File: config.mk
export PLATFORM = sky130hd
export DESIGN_NAME = float_seq_normalizer
export DESIGN_NICKNAME = d
export VERILOG_FILES = /design/src/rtl/float_seq_normalizer.sv
export SDC_FILE = /design/constraint.sdc
export NUM_CORES = 1
export LEC_CHECK = 0
export BUFFER_PORTS_ARGS = -buffer_cell sky130_fd_sc_hd__buf_2
export CORE_ASPECT_RATIO = 1.75
export CORE_MARGIN = 1
export CORE_UTILIZATION = 60
export CTS_CLUSTER_SIZE = 30
export DETAILED_ROUTE_END_ITERATION = 10
export PLACE_DENSITY = 0.85
export SLEW_MARGIN = 15
export SYNTH_ARGS = -nofsm -noshare
export SYNTH_HDL_FRONTEND = slang
export SYNTH_SLANG_ARGS = --single-unit
File: constraint.sdc
create_clock -name clk -period 6 [get_ports clk]
set_clock_uncertainty 0.05 [all_clocks]
set_input_delay 1.2 -clock clk [delete_from_list [all_inputs] [get_ports clk]]
set_output_delay 1.2 -clock clk [all_outputs]
set_load 0.05 [all_outputs]
File: src/rtl/float_seq_normalizer.sv
// Multi-cycle mantissa normalizer: scans one GROUP_SIZE slice per clock from the MSB side,
// then left-shifts the mantissa and lowers the exponent (clamped at zero for subnormals).
module float_seq_normalizer #(
  parameter int MANT_WIDTH = 24,
  parameter int EXP_WIDTH  = 8,
  parameter int GROUP_SIZE = 8,
  parameter int LZ_WIDTH   = 5
) (
  input  logic                  clk,
  input  logic                  rst,
  input  logic                  in_valid,
  output logic                  in_ready,
  input  logic [MANT_WIDTH-1:0] in_mant,
  input  logic [EXP_WIDTH-1:0]  in_exp,
  output logic                  out_valid,
  input  logic                  out_ready,
  output logic [MANT_WIDTH-1:0] out_mant,
  output logic [EXP_WIDTH-1:0]  out_exp,
  output logic [LZ_WIDTH-1:0]   out_lz,
  output logic                  out_zero,
  output logic [1:0]            dbg_state
);

  // Handshakes: a transfer happens on a rising edge where valid and ready are both 1;
  // valid never depends on ready, and a raised out_valid holds with stable data until taken.

  localparam int NUM_GROUPS = (MANT_WIDTH + GROUP_SIZE - 1) / GROUP_SIZE;
  localparam int PAD_W      = NUM_GROUPS * GROUP_SIZE;
  localparam int LAST_W     = MANT_WIDTH - (NUM_GROUPS - 1) * GROUP_SIZE;
  localparam int G_W        = (NUM_GROUPS > 1) ? $clog2(NUM_GROUPS) : 1;
  localparam int CW         = (LZ_WIDTH > EXP_WIDTH) ? LZ_WIDTH : EXP_WIDTH;

  localparam logic [1:0] S_IDLE  = 2'd0;
  localparam logic [1:0] S_SCAN  = 2'd1;
  localparam logic [1:0] S_SHIFT = 2'd2;
  localparam logic [1:0] S_DONE  = 2'd3;

  logic [1:0]            state;
  logic [MANT_WIDTH-1:0] mant_r;
  logic [EXP_WIDTH-1:0]  exp_r;
  logic [G_W-1:0]        g_r;
  logic [LZ_WIDTH-1:0]   lz_r;
  logic                  zero_r;

  logic [PAD_W-1:0]      padded;
  logic [GROUP_SIZE-1:0] grp;
  logic [LZ_WIDTH-1:0]   grp_lz;
  logic [LZ_WIDTH-1:0]   grp_w;
  logic                  last_grp;
  logic [CW-1:0]         lz_c;
  logic [CW-1:0]         exp_c;
  logic [CW-1:0]         sh;

  assign in_ready  = (state == S_IDLE);
  assign dbg_state = state;

  // A short last group is zero-padded on the LSB side so every group is examined MSB-first.
  always_comb begin
    padded = PAD_W'(mant_r) << (PAD_W - MANT_WIDTH);
    grp    = GROUP_SIZE'(padded >> ((PAD_W - GROUP_SIZE) - int'(g_r) * GROUP_SIZE));
  end

  always_comb begin
    grp_lz = LZ_WIDTH'(GROUP_SIZE);
    for (int i = 0; i < GROUP_SIZE; i++) begin
      if (grp[i]) grp_lz = LZ_WIDTH'(GROUP_SIZE - 1 - i);
    end
  end

  always_comb begin
    last_grp = (g_r == G_W'(NUM_GROUPS - 1));
    grp_w    = last_grp ? LZ_WIDTH'(LAST_W) : LZ_WIDTH'(GROUP_SIZE);
  end

  // Shift is clamped to the exponent so the result degrades to a subnormal instead of wrapping.
  always_comb begin
    lz_c  = CW'(lz_r);
    exp_c = CW'(exp_r);
    sh    = (lz_c < exp_c) ? lz_c : exp_c;
  end

  always_ff @(posedge clk or posedge rst) begin
    if (rst) begin
      state     <= S_IDLE;
      mant_r    <= '0;
      exp_r     <= '0;
      g_r       <= '0;
      lz_r      <= '0;
      zero_r    <= 1'b0;
      out_valid <= 1'b0;
      out_mant  <= '0;
      out_exp   <= '0;
      out_lz    <= '0;
      out_zero  <= 1'b0;
    end else begin
      case (state)
        S_IDLE: begin
          if (in_valid) begin
            mant_r <= in_mant;
            exp_r  <= in_exp;
            g_r    <= '0;
            lz_r   <= '0;
            zero_r <= 1'b0;
            state  <= S_SCAN;
          end
        end
        S_SCAN: begin
          if (grp != '0) begin
            lz_r  <= lz_r + grp_lz;
            state <= S_SHIFT;
          end else begin
            lz_r <= lz_r + grp_w;
            if (last_grp) begin
              zero_r <= 1'b1;
              state  <= S_SHIFT;
            end else begin
              g_r <= g_r + G_W'(1);
            end
          end
        end
        S_SHIFT: begin
          out_valid <= 1'b1;
          out_zero  <= zero_r;
          if (zero_r) begin
            out_mant <= '0;
            out_exp  <= '0;
            out_lz   <= LZ_WIDTH'(MANT_WIDTH);
          end else begin
            out_mant <= mant_r << sh;
            out_exp  <= exp_r - EXP_WIDTH'(sh);
            out_lz   <= lz_r;
          end
          state <= S_DONE;
        end
        S_DONE: begin
          if (out_ready) begin
            out_valid <= 1'b0;
            state     <= S_IDLE;
          end
        end
        default: state <= S_IDLE;
      endcase
    end
  end

endmodule

==> impl_metrics.tcl, run 1 <==
set metrics [dict create \
    status "finished clean" \
    cp-start-kind "flip-flop" \
    dpl.cell_count 707 \
    r2r_slack_ps 1920 \
    ys_ff_latch 81 \
    cts_root_buffer "clkbuf_16" \
    first_pass_iters 5 \
    ys_types 65 \
    cts_resized 0 \
    rsz0062_at_grt "no" \
    dr_total_vias 4751 \
    rows 45 \
    cts_htree_levels 3 \
    start_util 0.617 \
    yosys.area.top_type "dfrtp_1" \
    cts_setup_buffers 0 \
    slew-limit-headroom 0.335 \
    via_per_inst 6.57 \
    synth_area_per_cell_sq_um 9.87 \
    netlist_area_sq_um 5310 \
    hold_path.class "reg -> reg" \
    synth_ff_type "dfrtp_1" \
    die_h_um 126 \
    drive_gt1_frac 0.256 \
    r2r_end "lz_r[4]" \
    grt_start_max_net_pins 82 \
    num-fill-cells 686 \
    r2r-start "g_r[0]" \
    grt-ovfl-total 0 \
    grt_pass1_wl_um 23400 \
    timing.final.crit_share 0.681 \
    cts_sinks 81 \
    first_global_vias 4672 \
    hold_depth 2 \
    ys_async_sr_fraction 1.00 \
    cts_tree "done" \
    setup_tns_ps 0 \
    synth_nets 595 \
    crit_arrival_ps 4260 \
    layout_setup_ws_ps 1920 \
    netlist.area_leader.share 0.382 \
    grt_usage 0.331 \
    required_ps 6180 \
    die-area_sq_um 9250 \
    io_pins 78 \
    die_w_um 73.1 \
    ys_seq_area_frac 0.382 \
    grt_antenna_before_repair 0 \
    nets 658 \
    synth-edff-count 0 \
    setup_viol 0 \
    port_buffers 77 \
    insertion_delay_ps 340 \
    stdcell_count 723 \
    holdPathEnd "out_mant[10]" \
    crit_fanout 12 \
    coreArea_sq_um 8610 \
    yosys_warnings 0 \
    worst_pin_slew_ps 997 \
    finalHoldViolCount 0 \
    slew_violations 0 \
    reg2reg_depth 18 \
    numCtsBuffers 9 \
    synthCells 538 \
    place_ws_ps 1990 \
    worstSetupPathType "reg -> reg" \
    wl_per_cell_um 20.1 \
    period_minus_slack_ps 4080 \
    dp_hpwl_um 10800 \
    gp_congestion 1.03 \
    syn_to_final_growth_pct 14.0 \
    finish.instance_area_sq_um 6060 \
    cts_hold_buf 0 \
    clockBufferDepth 2 \
    cap_violations 0 \
    hp-start "out_mant[10]" \
    max_freq_ghz 0.245 \
    synthTopCellsByArea "dfrtp_1, mux2_2, a211oi_1" \
    end_kind "flip-flop" \
    drtAntennaViolNets 0 \
    drt-initial-drc-count 259 \
    num_antenna_cells 0 \
    clkTransAtPathRegs_ps 60 \
    place_area_sq_um 5710 \
    drc 0 \
    wirelength_um 14500 \
]
## cell families (layout without fill, tap and decap cells)
kind of cell	after synthesis	after routing	synth area share
compound gates	202	202	0.287
xor+xnor	6	6	0.00989
fa+ha+maj	21	21	0.0523
buf+inv	58	126	0.0530
flops	81	81	0.382
mux	49	49	0.100
simple gates	121	121	0.116
## cell type report
class	instances	area, sq um	share of cell area
Sequential cell	81	2030	0.335
Timing Repair Buffer	82	423	0.0698
Clock inverter	5	103	0.0169
Clock buffer	11	243	0.0401
Tap cell	117	146	0.0242
Multi-Input combinational cell	399	3000	0.496
Inverter	28	111	0.0184
## worst max path at each step
stage | slack (ps) | to | from | cells after the start
6_report | 1920 | lz_r[4] | g_r[0] | 18
5_1_grt | 1550 | lz_r[4] | g_r[0] | 18
2_1_floorplan | 2470 | lz_r[4] | g_r[0] | 21
3_3_place_gp | 2150 | out_exp[7] | lz_r[3] | 15
4_1_cts | 1950 | lz_r[4] | g_r[0] | 18
3_5_place_dp | 1990 | lz_r[4] | g_r[0] | 18
## flip-flops by register name, summed over array words and instances (netlist names), 2 cells and up
| signal | count |
|---|---|
| mant_r | 24 |
| out_mant | 24 |
| exp_c | 8 |
| out_exp | 8 |
| lz_r | 5 |
| out_lz | 5 |
| dbg_state | 2 |
| g_r | 2 |
## cell usage after synthesis (all sizes together) (6+ instances only)
cell type and n:
mux2 34, nor3 17, a22o 13, o21ai 27, ha 19, a21oi 29, a31oi 9, mux2i 15
nor2 14, and2 8, clkbuf 11, a21boi 8, a2111oi 6, a311oi 7, inv 26, dfrtp 81
a211oi 37, buf 19, o221ai 7, nand2 43, nand3 10, o211ai 6, nor2b 12, o2bb2ai 19
## worst max-delay path: stages, from the launching register on
cell and delay, ps:
dfrtp_1 530, inv_1 130, ha_1 510, nor2b_1 460
o2bb2ai_1 220, nor3b_1 250, a21oi_1 60, o21ai_0 160
a21oi_1 90, nor2_1 100, ha_1 170, inv_1 60
fa_1 370, nor2b_1 170, o21ai_0 100, nand2b_1 70
mux2i_1 90, a21o_1 210, a22o_1 180
## metrics by stage
step | hold slack (ps) | utilization
floorplan | 451 | -
CTS | 436 | 0.703
finish | 430 | 0.703
global route | 447 | 0.703
detailed placement | 420 | 0.663
global placement | 414 | 0.663
## routing by layer
metal | global-route usage | wire [um]
met5 | 0 | 0
met4 | 0.206 | 784
met1 | 0.381 | 5500
met2 | 0.561 | 7550
met3 | 0.0500 | 669
## layout by cell type (no fill, tap or decap), types with 14 or more instances in the layout
cell type	instances
buf_2	77
mux2i_1	15
mux2_2	34
inv_1	22
a21oi_1	27
o21ai_0	20
a211oi_1	33
ha_1	19
nand2_1	41
dfrtp_1	81
nor2_1	14
o2bb2ai_1	19
nor3_1	16
Power of run 1 is not shown: default switching activity piles up to over one toggle a cycle in this logic, so the estimate is an artifact.
==> run 2, diff against run 1 <==
--- a/config.mk
+++ b/config.mk
@@ -8,10 +8,10 @@
 export BUFFER_PORTS_ARGS = -buffer_cell sky130_fd_sc_hd__buf_2
 export CORE_ASPECT_RATIO = 1.75
 export CORE_MARGIN = 1
-export CORE_UTILIZATION = 60
+export CORE_UTILIZATION = 58
 export CTS_CLUSTER_SIZE = 30
 export DETAILED_ROUTE_END_ITERATION = 10
-export PLACE_DENSITY = 0.85
+export PLACE_DENSITY = 0.83
 export SLEW_MARGIN = 15
 export SYNTH_ARGS = -nofsm -noshare
 export SYNTH_HDL_FRONTEND = slang
==> constraint.sdc (replaced) <==
create_clock -name clk -period 3.9 [get_ports clk]
set_clock_uncertainty 0.05 [all_clocks]
set_input_delay 0.78 -clock clk [delete_from_list [all_inputs] [get_ports clk]]
set_output_delay 0.78 -clock clk [all_outputs]
set_load 0.05 [all_outputs]
==> run 2 against run 1 <==
Die area grew 3.4%. Core utilization shrank 1.0 points. First-iteration DRC count grew 26%. Register-to-register slack lost 1600 ps. Global-route usage grew 0.24 points. Worst setup slack lost 1600 ps. Critical path type unchanged.
==> impl_metrics.tcl, run 2 (same netlist as run 1, synthesis figures left out) <==
set metrics [dict create \
    status "finished clean" \
    drive_gt1_frac 0.266 \
    final_common_cell "dfrtp_1" \
    cts_sinks 81 \
    die_h_um 129 \
    dr_total_vias 4755 \
    cap_violations 0 \
    cp-start-kind "flip-flop" \
    setup_tns_ps 0 \
    cpPeakStageDelay_ps 480 \
    io_pins 78 \
    clkTransAtPathRegs_ps 60 \
    finalHoldViolCount 0 \
    coreArea_sq_um 8780 \
    top_regs "mant_r (24), out_mant (24)" \
    port_buffers 77 \
    hold_slack_ps 429 \
    layout_setup_ws_ps 281 \
    cts_tree "done" \
    worst_pin_slew_ps 852 \
    gp_congestion 1.00 \
    post-route-util 0.693 \
    drtAntennaViolNets 0 \
    worstSetupPathType "reg -> reg" \
    hold_path.class "reg -> reg" \
    grt_usage 0.333 \
    crit_arrival_ps 3800 \
    grt_antenna_before_repair 0 \
    start_util 0.605 \
    wl_per_cell_um 20.4 \
    end_kind "flip-flop" \
    insertion_delay_ps 340 \
    die_w_um 74.3 \
    die-area_sq_um 9560 \
    nets 666 \
    grt_start_max_net_pins 51 \
    period_minus_slack_ps 3620 \
    critical_path.cell_chain "ha_1 > o211ai_1 > o21ai_2 > nand3_2 > nand2_4 > inv_4 > ha_1 > nor2b_1 > o21ai_0 > nand2b_1 > a21o_1 > a21o_1 > nor3_1 > xor2_1 > a22o_1" \
    drc 0 \
    multiInputGateArea_sq_um 3010 \
    cts_hold_buf 0 \
    clockBufferDepth 2 \
    wirelength_um 14900 \
    slew-limit-headroom 0.432 \
    grt_pass1_wl_um 23800 \
    max_freq_ghz 0.276 \
    drt-initial-drc-count 326 \
    cts_root_buffer "clkbuf_16" \
    register_area_sq_um 2030 \
    first_global_vias 4792 \
    via_per_inst 6.51 \
    dp_hpwl_um 11100 \
    first_pass_iters 6 \
    num_antenna_cells 0 \
    rsz0062_at_grt "no" \
    timing.final.crit_share 0.928 \
    syn_to_final_growth_pct 14.5 \
    setup_viol 0 \
    final_cell_mix "dfrtp_1, buf_2, nand2_1" \
    slew_violations 0 \
    cts_htree_levels 3 \
    grt-ovfl-total 0 \
    slowest_stage "dfrtp_1" \
    crit_fanout 16 \
    rows 45 \
    numCtsBuffers 9 \
    num-fill-cells 713 \
    required_ps 4080 \
    place_ws_ps 352 \
]
-- run 2: cell types whose count changed in the layout (fill, tap and decap cells not counted), sizes merged --
cell,before,now
clkbuf,11,10
buf,82,90
clkinv,4,5
bufinv,3,2
-- run 2: final cells by class --
| class | count | area share |
|---|---|---|
| multi-input cells | 399 | 0.494 |
| flip-flops and latches | 81 | 0.333 |
| repair buffers | 90 | 0.0794 |
| clock buffers | 10 | 0.0376 |
| well taps | 117 | 0.0241 |
| inverters | 28 | 0.0183 |
| clock inverters | 5 | 0.0134 |
-- run 2: repair_timing --
| item | CTS | global route |
|---|---|---|
| setup endpoints to repair | 0 | 1 |
| setup buffers | 0 | 0 |
| gates resized for setup | 0 | 1 |
| endpoints found under the hold margin | 0 | 0 |
-- run 2: worst max-delay path: cells and delay by family, from the launching register on --
family	cells	cell delay, ps
AOI/OAI and AO/OA	6	1170
and+or+nand+nor	5	1020
adders and majority gates	2	640
DFF	1	480
xor gates and xnor gates	1	110
buffers and inverters	1	40
-- run 2: final timing paths --
check / cells after the start / from / to / slack, ps
max in group asynchronous: 3 / rst / mant_r[7] / 2370
setup / recovery: 15 / lz_r[3] / out_exp[7] / 280
hold reg to reg: 1 / out_mant[7] / out_mant[7] / 430
hold / removal: 1 / out_mant[7] / out_mant[7] / 430
setup reg to reg: 15 / lz_r[3] / out_exp[7] / 280
min in group asynchronous: 2 / rst / out_mant[1] / 530
-- run 2: per-stage QoR --
step	instances	area [sq um]
final	730	6080
after global routing	730	6080
after CTS	730	6080
after detailed placement	715	5770
after global placement	715	5770
after floorplan	538	5310
-- run 2: metal layers --
| metal | vias to the layer above | GRT usage | wire length [um] |
|---|---|---|---|
| li1 | 2196 | - | - |
| met1 | 2301 | 0.380 | 5530 |
| met2 | 198 | 0.578 | 7930 |
| met3 | 60 | 0.0509 | 749 |
| met4 | 0 | 0.192 | 710 |
| met5 | - | 0 | 0 |
Power of run 2 is left out for the same reason.
==> run 3, diff against run 2 <==
--- a/config.mk
+++ b/config.mk
@@ -7,7 +7,7 @@
 export LEC_CHECK = 0
 export BUFFER_PORTS_ARGS = -buffer_cell sky130_fd_sc_hd__buf_2
 export CORE_ASPECT_RATIO = 1.75
-export CORE_MARGIN = 1
+export CORE_MARGIN = 2
 export CORE_UTILIZATION = 58
 export CTS_CLUSTER_SIZE = 30
 export DETAILED_ROUTE_END_ITERATION = 10
==> constraint.sdc (replaced) <==
create_clock -name clk -period 3.9 [get_ports clk]
set_clock_uncertainty 0.05 [all_clocks]
set_input_delay 0.975 -clock clk [delete_from_list [all_inputs] [get_ports clk]]
set_output_delay 0.975 -clock clk [all_outputs]
set_load 0.05 [all_outputs]
==> run 3 against run 2 <==
Worst setup slack better by 31 ps. Sequential share of layout area shrank 0.10 points. Worst hold slack got worse by 3.8 ps. Non-clock buffer count is 2 higher. Via count grew 1.8%. Critical path type unchanged.
==> impl_metrics.tcl, run 3 (same netlist as run 1, synthesis figures left out) <==
set metrics [dict create \
    status "finished clean" \
    setup_viol 0 \
    clockBufferDepth 2 \
    slew_violations 0 \
    numCtsBuffers 9 \
    r2r-start "g_r[1]" \
    nets 668 \
    io_pins 78 \
    drive_gt1_frac 0.268 \
    first_pass_iters 6 \
    wirelength_um 15000 \
    num-fill-cells 755 \
    dr_total_vias 4841 \
    via_per_inst 6.59 \
    timing.final.crit_share 0.920 \
    drtAntennaViolNets 0 \
    hold_depth 1 \
    holdPathEnd "out_mant[3]" \
    grt_start_max_net_pins 43 \
    required_ps 4070 \
    cts_htree_levels 3 \
    grt_pass1_wl_um 24400 \
    first_global_vias 4840 \
    worst_pin_slew_ps 660 \
    rsz0062_at_grt "no" \
    drc 0 \
    dp_hpwl_um 11300 \
    die_w_um 76.3 \
    crit_arrival_ps 3760 \
    final_common_cell "dfrtp_1" \
    grt_usage 0.312 \
    die-area_sq_um 9970 \
    insertion_delay_ps 330 \
    port_buffers 77 \
    cts_root_buffer "clkbuf_16" \
    cts_sinks 81 \
    hold_path.class "reg -> reg" \
    cap_violations 0 \
    die_h_um 131 \
    coreArea_sq_um 8980 \
    r2r_slack_ps 310 \
    cts_hold_buf 0 \
    hp-start "out_mant[3]" \
    r2r_end "lz_r[4]" \
    setup_tns_ps 0 \
    cp-start-kind "flip-flop" \
    num_antenna_cells 0 \
    rows 46 \
    final_cell_mix "dfrtp_1, buf_2, nand2_1" \
    max_freq_ghz 0.279 \
    clkTransAtPathRegs_ps 60 \
    critical_path.startpoint "g_r[1]" \
    start_util 0.592 \
    gp_congestion 1.06 \
    slew-limit-headroom 0.560 \
    worstSetupPathType "reg -> reg" \
    drt-initial-drc-count 432 \
    grt-ovfl-total 0 \
    syn_to_final_growth_pct 14.9 \
    finalHoldViolCount 0 \
    top_regs "mant_r (24), out_mant (24)" \
    grt_antenna_before_repair 0 \
    period_minus_slack_ps 3590 \
    crit_fanout 9 \
    end_kind "flip-flop" \
    cts_tree "done" \
    wl_per_cell_um 20.4 \
    reg2reg_depth 14 \
]
[run 3: per-stage QoR]
step | instances | instance area [sq um] | setup WS (ps) | hold WS (ps) | util
5_1_grt | 735 | 6100 | 64.4 | 446 | 0.680
3_3_place_gp | 720 | 5790 | 555 | 413 | 0.645
6_report | 735 | 6100 | 312 | 425 | 0.680
2_1_floorplan | 538 | 5310 | 370 | 451 | -
3_5_place_dp | 720 | 5790 | 358 | 418 | 0.645
4_1_cts | 735 | 6100 | 334 | 433 | 0.679
[run 3: area by class of cell]
class / count / area (sq um) / share of cell area
multi-input cells: 399 / 3010 / 0.493
flip-flops and latches: 81 / 2030 / 0.332
well taps: 120 / 150 / 0.0246
repair buffers: 92 / 498 / 0.0816
inverters: 28 / 111 / 0.0182
clock buffers: 10 / 229 / 0.0375
clock inverters: 5 / 81.3 / 0.0133
[run 3: critical path: stages, from the launching register on]
cell       delay (ps)
dfrtp_1           410
ha_1              340
buf_4             210
mux2i_1           200
o2bb2ai_1         100
o41ai_1           590
nor2b_1           220
ha_1              260
nor2b_1           150
o21ai_0           180
nand2b_1          100
mux2i_1           220
nor3_1             90
a21o_1            170
a22o_1            170
[run 3: routing by layer]
metal	GRT usage	vias to the layer above	wire [um]
met5	0	-	0
met3	0.0488	61	782
li1	-	2209	-
met4	0.152	0	711
met1	0.348	2340	5620
met2	0.580	231	7900
[run 3: repair_timing]
action / CTS / global route
setup endpoints to repair: 0 / 1
buffers inserted: 0 / 0
resized for setup: 0 / 1
[run 3: worst max-delay path by stage]
stage | end | slack (ps) | cells past startpoint
after floorplan | lz_r[4] | 370 | 21
after global placement | out_exp[7] | 550 | 15
after detailed placement | lz_r[4] | 360 | 18
after CTS | lz_r[4] | 330 | 18
after global routing | lz_r[4] | 60 | 20
final | lz_r[4] | 310 | 14
Power of run 3 is left out for the same reason.
